File: config.mk
export PLATFORM = sky130hd
export DESIGN_NAME = osc_core
export DESIGN_NICKNAME = d
export VERILOG_FILES = /design/src/rtl/osc_core.sv
export SDC_FILE = /design/constraint.sdc
export NUM_CORES = 1
export LEC_CHECK = 0
export BUFFER_PORTS_ARGS = -buffer_cell sky130_fd_sc_hd__buf_4
export CAP_MARGIN = 30
export CELL_PAD_IN_SITES_DETAIL_PLACEMENT = 1
export CELL_PAD_IN_SITES_GLOBAL_PLACEMENT = 2
export CORE_MARGIN = 2
export CORE_UTILIZATION = 42
export CTS_CLUSTER_SIZE = 25
export DETAILED_ROUTE_END_ITERATION = 10
export PLACE_DENSITY = 0.9
export SETUP_SLACK_MARGIN = 0.05
export SLEW_MARGIN = 20
export SYNTH_ARGS = -nofsm -noshare
export SYNTH_HDL_FRONTEND = slang
export SYNTH_SLANG_ARGS = --single-unit
File: constraint.sdc
create_clock -name clk -period 19.61 [get_ports clk]
set_input_delay 2.9415 -clock clk [delete_from_list [all_inputs] [get_ports clk]]
set_output_delay 2.9415 -clock clk [all_outputs]
set_load 0.005 [all_outputs]
File: src/rtl/osc_core.sv
// Phase-accumulator oscillator with square/saw/triangle mixer.
// Frequency and duty are double-buffered and committed only at phase wrap.
module osc_core #(
    parameter int ACC_WIDTH = 24,
    parameter int OUT_WIDTH = 8
) (
    input  logic                 clk,
    input  logic                 rst_n,
    input  logic                 osc_en,
    input  logic                 sw_gate,
    input  logic                 en_square,
    input  logic                 en_saw,
    input  logic                 en_tri,
    input  logic [ACC_WIDTH-1:0] freq_word,
    input  logic [OUT_WIDTH-1:0] duty,
    output logic [OUT_WIDTH-1:0] wave_out,
    output logic                 phase_wrap,
    output logic                 osc_running,
    output logic                 gate_active
);

    localparam int SUM_W  = OUT_WIDTH + 2;
    localparam int PROD_W = 2 * OUT_WIDTH + 1;
    localparam logic [OUT_WIDTH-1:0] MID   = {1'b1, {(OUT_WIDTH-1){1'b0}}};
    localparam logic [OUT_WIDTH-1:0] THIRD = OUT_WIDTH'((1 << OUT_WIDTH) / 3);

    logic [ACC_WIDTH-1:0] phase_q, phase_d;
    logic [ACC_WIDTH-1:0] freq_q, freq_d;
    logic [OUT_WIDTH-1:0] duty_q, duty_d;
    logic [OUT_WIDTH-1:0] wave_q, wave_d;
    logic                 wrap_q, wrap_d;
    logic                 running_q, running_d;
    logic                 gate_q, gate_d;

    logic [ACC_WIDTH:0]   acc_sum;
    logic [OUT_WIDTH-1:0] p, saw_w, sq_w, tri_w, mix;
    logic [1:0]           n_en;
    logic [SUM_W-1:0]     sum;
    logic [PROD_W-1:0]    prod;

    // Stage 1: accumulator; shadow registers reload at carry or when stuck at zero
    always_comb begin
        acc_sum   = {1'b0, phase_q} + {1'b0, freq_q};
        running_d = osc_en;
        phase_d   = phase_q;
        wrap_d    = 1'b0;
        freq_d    = freq_q;
        duty_d    = duty_q;
        if (!osc_en) begin
            phase_d = '0;
            freq_d  = freq_word;
            duty_d  = duty;
        end else begin
            phase_d = acc_sum[ACC_WIDTH-1:0];
            wrap_d  = acc_sum[ACC_WIDTH];
            if (acc_sum[ACC_WIDTH] || (freq_q == '0)) begin
                freq_d = freq_word;
                duty_d = duty;
            end
        end
    end

    // Stage 2: waveform generation and mixing from the registered phase
    always_comb begin
        p     = phase_q[ACC_WIDTH-1 -: OUT_WIDTH];
        saw_w = p;
        sq_w  = (p < duty_q) ? '1 : '0;
        tri_w = p[OUT_WIDTH-1] ? ~{p[OUT_WIDTH-2:0], 1'b0} : {p[OUT_WIDTH-2:0], 1'b0};
        n_en  = {1'b0, en_square} + {1'b0, en_saw} + {1'b0, en_tri};
        sum   = (en_square ? {2'b00, sq_w}  : '0)
              + (en_saw    ? {2'b00, saw_w} : '0)
              + (en_tri    ? {2'b00, tri_w} : '0);
        prod  = {{(OUT_WIDTH-1){1'b0}}, sum} * {{(OUT_WIDTH+1){1'b0}}, THIRD};
        case (n_en)
            2'd0:    mix = MID;
            2'd1:    mix = sum[OUT_WIDTH-1:0];
            2'd2:    mix = sum[OUT_WIDTH:1];
            default: mix = prod[2*OUT_WIDTH-1:OUT_WIDTH];
        endcase
        gate_d = sw_gate & running_q;
        wave_d = gate_d ? mix : MID;
    end

    always_ff @(posedge clk or negedge rst_n) begin
        if (!rst_n) begin
            phase_q   <= '0;
            freq_q    <= '0;
            duty_q    <= MID;
            wave_q    <= MID;
            wrap_q    <= 1'b0;
            running_q <= 1'b0;
            gate_q    <= 1'b0;
        end else begin
            phase_q   <= phase_d;
            freq_q    <= freq_d;
            duty_q    <= duty_d;
            wave_q    <= wave_d;
            wrap_q    <= wrap_d;
            running_q <= running_d;
            gate_q    <= gate_d;
        end
    end

    assign wave_out    = wave_q;
    assign phase_wrap  = wrap_q;
    assign osc_running = running_q;
    assign gate_active = gate_q;

endmodule

==> metrics.md, run 1 <==
| Metric | Value |
|---|---|
| Result of the run | completed |
| Post-cts resize count | 0 |
| Number of nets in the layout | 757 |
| Final number of max-transition violations | 0 |
| Total of warnings raised by yosys | 0 |
| Highest clock frequency the design can meet | 120 MHz |
| RePlAce Congestion | 0.895 |
| Vias per std cell | 5.52 |
| Clock tree from TritonCTS | yes |
| Inserted Clock Buffers | 9 |
| Commonest non-fill, non-tap cells in the layout | sky130_fd_sc_hd__ha_1, sky130_fd_sc_hd__dfrtp_1, sky130_fd_sc_hd__inv_1, sky130_fd_sc_hd__buf_4, sky130_fd_sc_hd__nand2_1 |
| Initial standard-cell utilization of the core | 42.7% |
| Yosys top cell area share | 28.9% |
| Vias after detailed routing | 4435 |
| Share of flip-flops with an asynchronous set or reset | 100% |
| Data arrival at the endpoint of the critical path | 8.60 ns |
| Number of failing hold endpoints at the final stage | 0 |
| Final sum of negative setup slack | 0 ns |
| Synth area leader | sky130_fd_sc_hd__dfrtp_1 |
| Area of the multi-input gates | 3680 sq um |
| Number of enable flip-flop cells after synthesis | 0 |
| CTS H-tree depth | 3 |
| Synthesized netlist net count | 706 |
| Area of all sequential standard cells | 1680 sq um |
| Overall die width | 120 microns |
| Hold buffer count at CTS | 0 |
| Max-slew headroom at the worst pin | 49.3% |
| Num rows | 42 |
| Setup repair after global routing missed its margin | no |
| HPWL Detailed | 10.9 mm |
| Overall die area | 14400 sq um |
| Kind of start point of the critical path | primary input |
| Top flip-flop cell by instance count after synthesis | sky130_fd_sc_hd__dfrtp_1 |
| Post-CTS setup-driven buffer insertion count | 0 |
| Gate count after technology mapping | 571 |
| Critical path start-end classification | in -> reg |
| Sequential cell area fraction in the yosys report | 29.8% |
| Final worst path period share | 42.6% |
| Count of cell types in the netlist | 59 |
| Global-route usage over all layers | 21.4% |
| Final min period | 8.35 ns |
| First-pass DRT Iterations | 4 |
| # fillers | 1498 |
| Number of sinks driven by the clock tree | 67 |
| Number of maximum-capacitance violations | 0 |
| I/O pin cnt | 50 |
| Cell count of the worst reg-to-reg path | 26 |
| Average cell area after synthesis | 9.86 sq um |
| Initial DRC count | 126 |
| Post-DR wirelength/cell | 17.6 microns |
| Diodes inserted | 0 |
| Global-route wire length before repair | 24.1 mm |
| Commonest non-fill, non-tap cell in the layout | sky130_fd_sc_hd__ha_1 |
| Top cells by area in the synthesized netlist | sky130_fd_sc_hd__dfrtp_1, sky130_fd_sc_hd__ha_1, sky130_fd_sc_hd__fa_1 |
| Post-DRT Antenna Nets | 0 |
| Area overhead of the layout relative to synthesis | 15.4% |
| Clock root buffer master | sky130_fd_sc_hd__clkbuf_16 |
| Core area | 13200 sq um |
| Cell Area, Synth | 5630 sq um |
| Die Height | 120 microns |
| Setup-violating endpoint count in the final report | 0 |
| Worst path required time | 19.86 ns |
| Worst hold path class | reg -> reg |
| Number of design rule violations left after detail routing | 0 |
| Buffers from clock root to sink, at most | 2 |
| Flop and latch count out of synthesis | 67 |
| Proportion of layout cells with a drive suffix above 1 | 15.2% |
| Setup skew after layout | 0.00641 ns |
| Number of antenna violations at the first check in global routing | 0 |
| Setup crit end kind | flop |
| Least-Margin Pin Slew | 0.751 ns |
| Number of global-route vias before repair | 4845 |
| Sum of overflow across all layers after global routing | 0 |
| Final wirelength | 14.1 mm |
| Clock transition at the registers of the reported paths | 0.06 ns |
| Maximum fanout along the worst path | 4 |
| Count of buffers inserted at the top-level ports | 49 |
| Number of instances on the worst hold path | 1 |
| Maximum number of pins on one net before global-route repair | 68 |
| Skew-Pair Late Insertion Delay | 0.34 ns |
-- per-stage QoR --
step	area, sq um	hold WS (ns)	utilization, %	worst slack (ns)	std cells
floorplan	5630	0.464	-	11.49	571
global placement	6160	0.476	46.7	11.15	786
detailed placement	6160	0.491	46.7	10.96	786
CTS	6480	0.504	49.1	11.25	802
global route	6500	0.519	49.3	10.96	803
finish	6500	0.498	49.3	11.26	803
-- cell type report --
| type | instances | area share [%] |
|---|---|---|
| well taps | 176 | 3.39 |
| multi-input cells | 438 | 56.6 |
| flip-flops and latches | 67 | 25.8 |
| inverters | 54 | 3.12 |
| clock buffers | 10 | 3.52 |
| clock inverters | 6 | 1.39 |
| repair buffers | 52 | 6.20 |
-- path summary, 6_finish.rpt --
kind / start / slack (ns) / to
min in group asynchronous: rst_n / 2.54 / freq_q[14]
max reg2reg: phase_q[17] / 12.51 / wave_out[6]
max in group asynchronous: rst_n / 16.46 / wave_out[7]
min reg2reg: duty_q[6] / 0.50 / duty_q[6]
min: duty_q[6] / 0.50 / duty_q[6]
max: en_square / 11.26 / wave_out[6]
-- cells in the mapped netlist, types with 9 or more instances --
cell                      instances
sky130_fd_sc_hd__inv_1           53
sky130_fd_sc_hd__nand2_1         43
sky130_fd_sc_hd__mux2_1          13
sky130_fd_sc_hd__xnor2_1         17
sky130_fd_sc_hd__fa_1            20
sky130_fd_sc_hd__ha_1            76
sky130_fd_sc_hd__a21o_1          18
sky130_fd_sc_hd__mux2_2          19
sky130_fd_sc_hd__dfrtp_1         65
sky130_fd_sc_hd__nor2_1          35
sky130_fd_sc_hd__and2_1           9
sky130_fd_sc_hd__xor2_1          19
sky130_fd_sc_hd__o21ai_0         19
sky130_fd_sc_hd__a21oi_1         30
-- logic make-up after synthesis --
kind of cell	count (synthesis)	synth area share [%]
flops	67	29.8
fa+ha+maj	96	24.0
simple gates	130	11.0
xor+xnor	36	5.60
buf+inv	66	4.93
compound gates	136	16.9
mux	40	7.82
-- worst max-delay path, stage by stage --
cell and delay, ns:
sky130_fd_sc_hd__buf_4 0.09, sky130_fd_sc_hd__nand3b_1 0.09, sky130_fd_sc_hd__a31oi_1 0.27, sky130_fd_sc_hd__fa_1 0.49, sky130_fd_sc_hd__ha_1 0.27, sky130_fd_sc_hd__fa_1 0.45, sky130_fd_sc_hd__a21o_1 0.20, sky130_fd_sc_hd__a21oi_1 0.25
sky130_fd_sc_hd__xnor2_1 0.23, sky130_fd_sc_hd__ha_1 0.30, sky130_fd_sc_hd__ha_1 0.34, sky130_fd_sc_hd__xor2_1 0.18, sky130_fd_sc_hd__ha_1 0.28, sky130_fd_sc_hd__inv_1 0.05, sky130_fd_sc_hd__fa_1 0.52, sky130_fd_sc_hd__inv_1 0.05
sky130_fd_sc_hd__ha_1 0.34, sky130_fd_sc_hd__a21o_1 0.19, sky130_fd_sc_hd__a211o_1 0.29, sky130_fd_sc_hd__a31oi_1 0.27, sky130_fd_sc_hd__o31ai_1 0.16, sky130_fd_sc_hd__xnor2_1 0.14, sky130_fd_sc_hd__o31ai_1 0.22
-- per-layer routing --
layer  part of all wire (%)  up-vias  track usage [%]
met5                      0        -                0
met4                    1.2        0             5.66
met3                    2.9       13             3.61
met2                     52       59             39.5
met1                     44     2232             25.7
li1                       -     2131                -
-- registers in the layout, indices dropped and copies added, names as in the netlist --
signal	flops
duty_q	8
freq_q	24
gate_active	1
osc_running	1
phase_q	24
phase_wrap	1
wave_out	8
Power of run 1 is not shown: default switching activity piles up to over one toggle a cycle in this logic, so the estimate is an artifact.
==> run 2: changes to the inputs <==
--- a/config.mk
+++ b/config.mk
@@ -5,15 +5,16 @@
 export SDC_FILE = /design/constraint.sdc
 export NUM_CORES = 1
 export LEC_CHECK = 0
+export ABC_AREA = 1
 export BUFFER_PORTS_ARGS = -buffer_cell sky130_fd_sc_hd__buf_4
 export CAP_MARGIN = 30
 export CELL_PAD_IN_SITES_DETAIL_PLACEMENT = 1
 export CELL_PAD_IN_SITES_GLOBAL_PLACEMENT = 2
 export CORE_MARGIN = 2
-export CORE_UTILIZATION = 42
+export CORE_UTILIZATION = 31
 export CTS_CLUSTER_SIZE = 25
 export DETAILED_ROUTE_END_ITERATION = 10
-export PLACE_DENSITY = 0.9
+export PLACE_DENSITY = 0.81
 export SETUP_SLACK_MARGIN = 0.05
 export SLEW_MARGIN = 20
 export SYNTH_ARGS = -nofsm -noshare
==> constraint.sdc (replaced) <==
create_clock -name clk -period 6.9 [get_ports clk]
set_input_delay 1.035 -clock clk [delete_from_list [all_inputs] [get_ports clk]]
set_output_delay 1.035 -clock clk [all_outputs]
set_load 0.005 [all_outputs]
==> run 2 against run 1 <==
  * Design area grew 15%
  * Hold slack gained 0.022 ns
  * Register-to-register slack lost 12 ns
  * Setup slack lost 10 ns
  * Utilization shrank 13 points
  * Synthesized cell count grew 72%
  * Final cell count grew 63%
  * Count of clock-buffer cells in the layout is the same
  * Via count grew 38%
  * Global-route usage shrank 2.0 points
  * Sequential share of layout area shrank 3.5 points
  * Die area grew 55%
==> metrics.md, run 2 <==
| Metric | Value |
|---|---|
| Result of the run | completed (unchanged) |
| Most numerous cell types in the synthesized netlist | sky130_fd_sc_hd__nand2_1, sky130_fd_sc_hd__inv_1, sky130_fd_sc_hd__nor2_1 (was sky130_fd_sc_hd__ha_1, sky130_fd_sc_hd__dfrtp_1, sky130_fd_sc_hd__inv_1) |
| Maximum fanout along the worst path | 8 (was 4) |
| Synth area leader | sky130_fd_sc_hd__dfrtp_1 (unchanged) |
| Number of maximum-capacitance violations | 0 (unchanged) |
| Worst path required time | 7.13 ns (was 19.86 ns) |
| Count of placed standard cells including taps | 1293 (was 786) |
| Delay of the slowest cell on the worst path | 0.62 ns (was 0.52 ns) |
| Post-DRT Antenna Nets | 0 (unchanged) |
| Critical Path Slowest Stage Cell | sky130_fd_sc_hd__fa_1 (unchanged) |
| Vias after detailed routing | 6111 (was 4435) |
| Final Non-Filler Cells | 1310 (was 803) |
| Count of buffers inserted at the top-level ports | 49 (unchanged) |
| Clock tree from TritonCTS | yes (unchanged) |
| Global-route wire length before repair | 33.5 mm (was 24.1 mm) |
| Number of design rule violations left after detail routing | 0 (unchanged) |
| Share of flip-flops with an asynchronous set or reset | 100% (unchanged) |
| Proportion of layout cells with a drive suffix above 1 | 8.02% (was 15.2%) |
| HPWL Detailed | 16.3 mm (was 10.9 mm) |
| Most common cell in the netlist | sky130_fd_sc_hd__nand2_1 (was sky130_fd_sc_hd__ha_1) |
| Layout Utilization | 35.9% (was 49.3%) |
| Clock transition at the registers of the reported paths | 0.06 ns (about the same) |
| Initial standard-cell utilization of the core | 31.3% (was 42.7%) |
| Synthesized netlist net count | 1118 (was 706) |
| Initial DRC count | 170 (was 126) |
| Num rows | 53 (was 42) |
| Final wirelength | 20.5 mm (was 14.1 mm) |
| First-pass DRT Iterations | 4 (unchanged) |
| Final min period | 6.08 ns |
| Maximum number of pins on one net before global-route repair | 68 (unchanged) |
| Number of antenna violations at the first check in global routing | 0 (unchanged) |
| Number of enable flip-flop cells after synthesis | 0 (unchanged) |
| Kind of start point of the critical path | flop (was primary input) |
| Clock root buffer master | sky130_fd_sc_hd__clkbuf_16 (unchanged) |
| Final worst path period share | 88.1% |
| Number of sinks driven by the clock tree | 67 (unchanged) |
| Hold buffer count at CTS | 0 (unchanged) |
| Max-slew headroom at the worst pin | 45.9% (was 49.3%) |
| Post-CTS setup-driven buffer insertion count | 0 (unchanged) |
| Post-DR wirelength/cell | 15.6 microns (was 17.6 microns) |
| Overall die area | 22300 sq um (was 14400 sq um) |
| Global-route usage over all layers | 19.4% (was 21.4%) |
| Inserted Clock Buffers | 9 (unchanged) |
| Count of cell types in the netlist | 31 (was 59) |
| Die Height | 149 microns (was 120 microns) |
| Hold_ws | 0.519 ns (was 0.498 ns) |
| Vias per std cell | 4.66 (was 5.52) |
| RePlAce Congestion | 0.811 (was 0.895) |
| Overall die width | 149 microns (was 120 microns) |
| Largest registers | freq_q: 24 flops, phase_q: 24 flops (unchanged) |
| Cell count of the worst reg-to-reg path | 31 (was 26) |
| Skew-Pair Late Insertion Delay | 0.34 ns (about the same) |
| Least-Margin Pin Slew | 0.811 ns (was 0.751 ns) |
| Average cell area after synthesis | 6.65 sq um (was 9.86 sq um) |
| Top flip-flop cell by instance count after synthesis | sky130_fd_sc_hd__dfrtp_1 (unchanged) |
| Yosys top cell area share | 24.9% (was 28.9%) |
| Setup skew after layout | 0.00755 ns (was 0.00641 ns) |
| Number of global-route vias before repair | 6489 (was 4845) |
| Setup repair after global routing missed its margin | no (unchanged) |
| I/O pin cnt | 50 (unchanged) |
| Diodes inserted | 0 (unchanged) |
| Highest clock frequency the design can meet | 165 MHz |
| Setup-violating endpoint count in the final report | 0 (unchanged) |
| Commonest non-fill, non-tap cells in the layout | sky130_fd_sc_hd__nand2_1, sky130_fd_sc_hd__inv_1, sky130_fd_sc_hd__nor2_1, sky130_fd_sc_hd__ha_1, sky130_fd_sc_hd__dfrtp_1 (was sky130_fd_sc_hd__ha_1, sky130_fd_sc_hd__dfrtp_1, sky130_fd_sc_hd__inv_1, sky130_fd_sc_hd__buf_4, sky130_fd_sc_hd__nand2_1) |
| Sum of overflow across all layers after global routing | 0 (unchanged) |
| Data arrival at the endpoint of the critical path | 6.31 ns (was 8.60 ns) |
| Number of nets in the layout | 1165 (was 757) |
| Number of instances on the worst hold path | 2 (was 1) |
| Number of failing hold endpoints at the final stage | 0 (unchanged) |
| Final sum of negative setup slack | 0 ns (unchanged) |
| Buffers from clock root to sink, at most | 2 (unchanged) |
| Gate count after technology mapping | 983 (was 571) |
| Critical path start-end classification | reg -> reg (was in -> reg) |
| Final number of max-transition violations | 0 (unchanged) |
| Cell Area, Synth | 6540 sq um (was 5630 sq um) |
| CTS H-tree depth | 3 (unchanged) |
| Commonest non-fill, non-tap cell in the layout | sky130_fd_sc_hd__nand2_1 (was sky130_fd_sc_hd__ha_1) |
| Setup crit end kind | flop (unchanged) |
| Core area | 20900 sq um (was 13200 sq um) |
| Sequential cell area fraction in the yosys report | 25.7% (was 29.8%) |
| Top cells by area in the synthesized netlist | sky130_fd_sc_hd__dfrtp_1, sky130_fd_sc_hd__nand2_1, sky130_fd_sc_hd__ha_1 (was sky130_fd_sc_hd__dfrtp_1, sky130_fd_sc_hd__ha_1, sky130_fd_sc_hd__fa_1) |
| Total of warnings raised by yosys | 0 (unchanged) |
| Area overhead of the layout relative to synthesis | 14.7% (was 15.4%) |
| Flop and latch count out of synthesis | 67 (unchanged) |
| Worst hold path class | reg -> reg (unchanged) |
[run 2: cell types whose count changed in the layout (fill, tap and decap cells not counted), sizes merged, moves of 15 or more]
cell / before / now
nand2: 43 / 346
nor2: 35 / 89
a21oi: 30 / 50
a21o: 18 / 3
nand3: 3 / 45
inv: 53 / 181
mux2: 32 / 0
nand4: 1 / 40
[run 2: worst paths after layout]
kind / start / to / slack, ns
max: duty_q[7] / wave_out[6] / 0.82
min: duty_q[7] / duty_q[7] / 0.52
min reg2reg: duty_q[7] / duty_q[7] / 0.52
max in group asynchronous: rst_n / wave_out[7] / 5.62
max reg2reg: duty_q[7] / wave_out[6] / 0.82
min in group asynchronous: rst_n / freq_q[13] / 0.65
[run 2: cell families after synthesis]
group | after synthesis | share of synthesized area, %
compound gates | 84 | 7.00
simple gates | 529 | 33.6
fa+ha+maj | 96 | 20.7
flops | 67 | 25.7
xor+xnor | 9 | 1.21
buf+inv | 198 | 11.8
[run 2: per-layer routing]
layer	track usage (%)	vias to the layer above	routed length, microns	part of all wire, %
met5	0	-	0	0
met1	25.7	2884	10000	49
met4	3.00	0	128	0.63
met3	2.32	11	446	2.2
met2	34.6	50	9850	48
li1	-	3166	-	-
[run 2: repair_timing]
| item | CTS | global route |
|---|---|---|
| endpoints found under the hold margin | 0 | 0 |
| resized for setup | 0 | 1 |
| endpoints found under the setup margin | 0 | 1 |
[run 2: metrics by stage]
step	worst slack, ns	instance area (sq um)
floorplan	1.13	6540
finish	0.823	7500
detailed placement	0.515	7180
global placement	0.594	7180
global route	0.297	7500
CTS	0.528	7480
[run 2: critical path, delay by kind of cell (launching register included)]
kind            cells  cell delay, ns
flops               1            0.53
fa+ha+maj           8            2.98
compound gates      4            0.61
simple gates       10            1.03
xor+xnor            2            0.42
buf+inv             7            0.39
[run 2: final cells by class]
type / count / area [sq um]
timing repair buffer: 54 / 418
clock inverter: 6 / 65.1
fill: 2713 / 13400
multi-input combinational: 718 / 4090
clock buffer: 10 / 229
tap: 275 / 344
sequential: 67 / 1680
inverter: 180 / 676
Power of run 2 is left out for the same reason.
